**config.mk**
```make
export PLATFORM = sky130hd
export DESIGN_NAME = controle_ula
export DESIGN_NICKNAME = d
export VERILOG_FILES = /design/src/rtl/ula_pkg.sv /design/src/rtl/banco_regs.sv /design/src/rtl/controle_ula.sv
export SDC_FILE = /design/constraint.sdc
export NUM_CORES = 1
export LEC_CHECK = 0
export BUFFER_PORTS_ARGS = -buffer_cell sky130_fd_sc_hd__buf_2
export CORE_MARGIN = 2
export CORE_UTILIZATION = 35
export CTS_CLUSTER_DIAMETER = 40
export DETAILED_ROUTE_END_ITERATION = 10
export MAX_ROUTING_LAYER = met4
export PLACE_DENSITY = 0.57
export SYNTH_ARGS = -nofsm -noshare
export SYNTH_HDL_FRONTEND = slang
export SYNTH_HIERARCHICAL = 1
export SYNTH_SLANG_ARGS = --single-unit
```
**constraint.sdc**
```tcl
create_clock -name clk -period 2.5 [get_ports clk]
set_input_delay 0.5 -clock clk [delete_from_list [all_inputs] [get_ports clk]]
set_output_delay 0.5 -clock clk [all_outputs]
set_load 0.05 [all_outputs]
```
**src/rtl/ula_pkg.sv**
```systemverilog
// Shared definitions for the ALU sequencer: opcodes, FSM states and
// instruction field positions.
package ula_pkg;

  localparam logic [2:0] LOAD   = 3'b000;
  localparam logic [2:0] ADD    = 3'b001;
  localparam logic [2:0] ADDI   = 3'b010;
  localparam logic [2:0] SUB    = 3'b011;
  localparam logic [2:0] SUBI   = 3'b100;
  localparam logic [2:0] MUL    = 3'b101;
  localparam logic [2:0] CLR    = 3'b110;
  localparam logic [2:0] ILEGAL = 3'b111;

  localparam int OP_HI  = 15;
  localparam int OP_LO  = 13;
  localparam int RD_HI  = 12;
  localparam int RD_LO  = 11;
  localparam int RS1_HI = 10;
  localparam int RS1_LO = 9;
  localparam int IMM_HI = 7;
  localparam int IMM_LO = 0;
  localparam int RS2_HI = 1;
  localparam int RS2_LO = 0;

  typedef enum logic [1:0] {OCIOSO, DECOD, EXEC, ESCREVE} estado_t;

  // Ops whose second operand comes from the immediate field
  function automatic logic usa_imm(input logic [2:0] op);
    return (op == LOAD) || (op == ADDI) || (op == SUBI);
  endfunction

  function automatic logic eh_alu(input logic [2:0] op);
    return (op == ADD) || (op == ADDI) || (op == SUB) || (op == SUBI) || (op == MUL);
  endfunction

endpackage

```
**src/rtl/banco_regs.sv**
```systemverilog
// 4x8 register bank: one write port, bulk clear, three combinational reads.
module banco_regs (
  input  logic       clk,
  input  logic       rst,
  input  logic       we,
  input  logic       clr,
  input  logic [1:0] waddr,
  input  logic [7:0] wdata,
  input  logic [1:0] rs1_sel,
  input  logic [1:0] rs2_sel,
  input  logic [1:0] dbg_sel,
  output logic [7:0] rs1_data,
  output logic [7:0] rs2_data,
  output logic [7:0] dbg_data
);

  logic [7:0] regs [4];

  always_ff @(posedge clk) begin
    if (rst || clr) begin
      for (int i = 0; i < 4; i++) regs[i] <= 8'h00;
    end else if (we) begin
      regs[waddr] <= wdata;
    end
  end

  assign rs1_data = regs[rs1_sel];
  assign rs2_data = regs[rs2_sel];
  assign dbg_data = regs[dbg_sel];

endmodule

```
**src/rtl/controle_ula.sv**
```systemverilog
// Multi-cycle sequencer driving an external combinational 8-bit ALU:
// fetch by handshake, decode operands, dwell in EXEC, write back.
module controle_ula
  import ula_pkg::*;
#(
  parameter int MUL_CYCLES = 2
) (
  input  logic        clk,
  input  logic        rst,
  input  logic [15:0] instr,
  input  logic        instr_valid,
  output logic        instr_ready,
  output logic [7:0]  alu_a,
  output logic [7:0]  alu_b,
  output logic [2:0]  alu_op,
  input  logic [7:0]  alu_res,
  output logic [7:0]  resultado,
  output logic        done,
  output logic        erro,
  output logic        zero,
  output logic        neg,
  input  logic [1:0]  reg_sel,
  output logic [7:0]  reg_out
);

  estado_t     estado, prox;
  logic [15:0] instr_q;
  logic [7:0]  cnt;
  logic [7:0]  rs1_data, rs2_data;
  logic [2:0]  op_q;
  logic [7:0]  imm_q;
  logic        escreve_ok;

  assign op_q  = instr_q[OP_HI:OP_LO];
  assign imm_q = instr_q[IMM_HI:IMM_LO];

  assign instr_ready = (estado == OCIOSO) && !rst;
  assign escreve_ok  = (estado == ESCREVE) && !rst;
  assign done        = escreve_ok && (op_q != ILEGAL);
  assign erro        = escreve_ok && (op_q == ILEGAL);

  banco_regs u_banco (
    .clk      (clk),
    .rst      (rst),
    .we       (done && (op_q != CLR)),
    .clr      (done && (op_q == CLR)),
    .waddr    (instr_q[RD_HI:RD_LO]),
    .wdata    (resultado),
    .rs1_sel  (instr_q[RS1_HI:RS1_LO]),
    .rs2_sel  (instr_q[RS2_HI:RS2_LO]),
    .dbg_sel  (reg_sel),
    .rs1_data (rs1_data),
    .rs2_data (rs2_data),
    .dbg_data (reg_out)
  );

  always_ff @(posedge clk) begin
    if (rst) estado <= OCIOSO;
    else     estado <= prox;
  end

  always_comb begin
    prox = estado;
    case (estado)
      OCIOSO:  if (instr_valid) prox = DECOD;
      DECOD:   prox = eh_alu(op_q) ? EXEC : ESCREVE;
      EXEC:    if (cnt == 8'd0) prox = ESCREVE;
      ESCREVE: prox = OCIOSO;
      default: prox = OCIOSO;
    endcase
  end

  // Result and flags are settled on entry to ESCREVE so they are visible alongside done
  always_ff @(posedge clk) begin
    if (rst) begin
      instr_q   <= 16'h0000;
      alu_a     <= 8'h00;
      alu_b     <= 8'h00;
      alu_op    <= 3'b000;
      cnt       <= 8'd0;
      resultado <= 8'h00;
      zero      <= 1'b0;
      neg       <= 1'b0;
    end else begin
      case (estado)
        OCIOSO: if (instr_valid) instr_q <= instr;
        DECOD: begin
          alu_a  <= rs1_data;
          alu_b  <= usa_imm(op_q) ? imm_q : rs2_data;
          alu_op <= op_q;
          cnt    <= (op_q == MUL) ? 8'(MUL_CYCLES - 1) : 8'd0;
          if (op_q == LOAD) begin
            resultado <= imm_q;
            zero      <= (imm_q == 8'h00);
            neg       <= imm_q[7];
          end else if (op_q == CLR) begin
            resultado <= 8'h00;
            zero      <= 1'b1;
            neg       <= 1'b0;
          end
        end
        EXEC: begin
          if (cnt == 8'd0) begin
            resultado <= alu_res;
            zero      <= (alu_res == 8'h00);
            neg       <= alu_res[7];
          end else begin
            cnt <= cnt - 8'd1;
          end
        end
        default: ;
      endcase
    end
  end

endmodule

```
==> results.yml <==
status:
  outcome: "finished clean"
critical_path:
  r2r-start: "cnt[0]"
  path_class: "reg2out"
  crit_start: "instr_q[14]"
  crit_path_start_kind: "flip-flop"
  required_ns: 2.00
  cp.arrival_ns: 1.75
  path_max_fanout: 13
  cp-end-kind: "output port"
synth:
  synth_seq_cells: 85
  ys_seq_area_share_pct: 47.3
  synthCells: 406
  synth_ff_type: "dfxtp_1"
  yosysWarningCount: 6
  ys_types: 49
  synth_edf_count: 32
  async_reset_ff_share_pct: 0
  avgSynthCellArea_um2: 10.5
  synthesis.area_um2: 4280
  syn_nets: 442
pwr:
  p_per_area_nw_per_um2: 1030
  leakagePower_nw: 1.88
  ir_worst_vdd_v: 0.000337
grt:
  gr-usage-met3_pct: 2.70
  grt_max_degree: 34
  busiest_layer: "met2"
  grt_pass1_wl_um: 17200
  grt_util_met1_pct: 21.4
  grt-ovfl-total: 0
  grt_pass1_vias: 3261
  track_usage_pct: 17.8
  antenna_found_initial: 0
  met2_usage_pct: 29.3
clock_network:
  clk_latency_ns: 0.34
  cts_resized: 0
  numCtsBuffers: 9
  clock_sinks: 85
  postCtsHoldBufs: 0
  cts_tree: "built"
  cts_setup_buffers: 0
  clock-root-buffer: "clkbuf_16"
  cts_buffer_depth: 2
  htree_levels: 3
  clk_pin_slew_ns: 0.06
final_layout:
  antennaDiodeCount: 0
  areaGrowthSynthToFinish_pct: 16.7
  drive_above_1_share_pct: 27.6
  nets: 496
  final_util_pct: 41.7
die:
  die_area_um2: 13100
  rows: 40
  initial_core_util_pct: 35.7
  die_w_um: 115
  fp.coreArea_um2: 12000
  die_y_um: 115
  ios: 69
hold_path:
  worstHoldStart: "instr[6]"
  hold_path.class: "in2reg"
sta:
  max-slew-margin-rel_pct: 53.1
  timing_hold_violations_final: 0
  tns_ns: 0
  rsz0062_at_grt: "false"
  finalMaxSlewViolations: 0
  tightestPinTransition_ns: 0.702
  finalCritPeriodShare_pct: 90.1
  max_freq_ghz: 0.444
  finalSetupViolations: 0
  setup_ws_ns: 0.249
  period_minus_slack_ns: 2.25
  finClkSkew_ns: 0.00718
detailed_routing:
  drt_iter0_markers: 238
  drtPass1Iterations: 4
  via_count: 3343
  wire_per_inst_um: 18.0
  finalWirelength_um: 11000
  viasPerCell: 5.47
  drtAntennaViolNets: 0
  drc: 0
placed_design:
  io_buffers: 67
  place_ws_ns: 0.322
  place_hpwl_um: 7960
  gp_congestion: 0.817
run:
  drv_cap: 0
flip-flops by register name (all words and copies together), names as in the netlist:
register / flops
estado: 2
cnt: 8
alu_op: 3
resultado: 8
zero: 1
alu_a: 8
u_banco/regs: 32
instr_q: 15
alu_b: 8
final timing paths:
check	to	slack (ns)	cells after the start
max reg2reg	resultado[5]	0.30	6
max	erro	0.25	4
min	instr_q[6]	0.40	3
min reg2reg	instr_q[13]	0.47	2
worst max-delay path: stages (launching register included):
cell and delay (ns):
dfxtp_1 0.52, and2_1 0.20, buf_4 0.19, and4b_1 0.22, buf_2 0.27
report_power, final:
part | switching [mW] | internal [mW]
Sequential | 0.245 | 1.66
Combinational | 1.29 | 0.662
Clock | 0.511 | 0.781
placed cells by master (no fill, tap or decap), types with 4 or more instances in the layout:
master,instances
a21oi_1,33
a22oi_1,8
a311oi_1,15
buf_2,67
buf_4,13
clkbuf_16,10
dfxtp_1,53
edfxtp_1,32
ha_1,7
inv_1,7
mux2i_1,11
mux4_2,24
nand2_1,51
nand2b_1,5
nand3_1,4
nor2_1,58
nor3_1,5
nor4_1,4
o21ai_0,11
synth_stat cells (all sizes together) (3+ instances only):
library cell / n / area share [%]
a21oi: 33 / 3.9
nor2: 58 / 5.1
xor2: 3 / 0.61
nor3b: 3 / 0.53
nand2: 51 / 4.5
mux2i: 11 / 2.6
clkbuf: 17 / 1.5
nand3: 4 / 0.47
ha: 7 / 2.0
dfxtp: 53 / 25
buf: 20 / 3.0
or4b: 3 / 0.70
nor4: 5 / 0.88
o21ai: 12 / 1.7
inv: 7 / 0.61
nor3: 5 / 0.59
a22oi: 8 / 1.4
nand2b: 5 / 0.73
a311oi: 17 / 3.8
a21o: 3 / 0.53
mux4: 24 / 13
edfxtp: 32 / 22
logic make-up after synthesis:
| family | Yosys count | synth area share (%) |
|---|---|---|
| AOI/OAI and AO/OA | 84 | 13.7 |
| buffers and inverters | 44 | 5.09 |
| xor gates and xnor gates | 3 | 0.615 |
| adders and majority gates | 7 | 2.05 |
| muxes | 35 | 15.2 |
| DFF | 85 | 47.3 |
| and+or+nand+nor | 148 | 16.0 |
layout make-up:
class | count | area (um2)
clock buffer | 14 | 285
clock inverter | 1 | 5.00
tap | 147 | 184
fill | 1155 | 6970
inverter | 7 | 26.3
sequential | 85 | 2020
timing repair buffer | 80 | 433
multi-input combinational | 277 | 2040
layer usage:
metal,up-vias,share of wire (%)
li1,1603,-
met1,1620,42
met2,99,50
met3,21,5.3
met4,0,2.7
met5,-,0
through the flow:
step                cell area [um2]  hold slack, ns  total power, mW  std cells
detailed placement             4700           0.468             3.89        596
global route                   4990           0.413             5.39        611
global placement               4700           0.467             3.85        596
CTS                            4990           0.396             5.17        611
floorplan                      4280           0.433             3.39        406
finish                         4990           0.397             5.15        611
(Power assumes the default switching activity.)
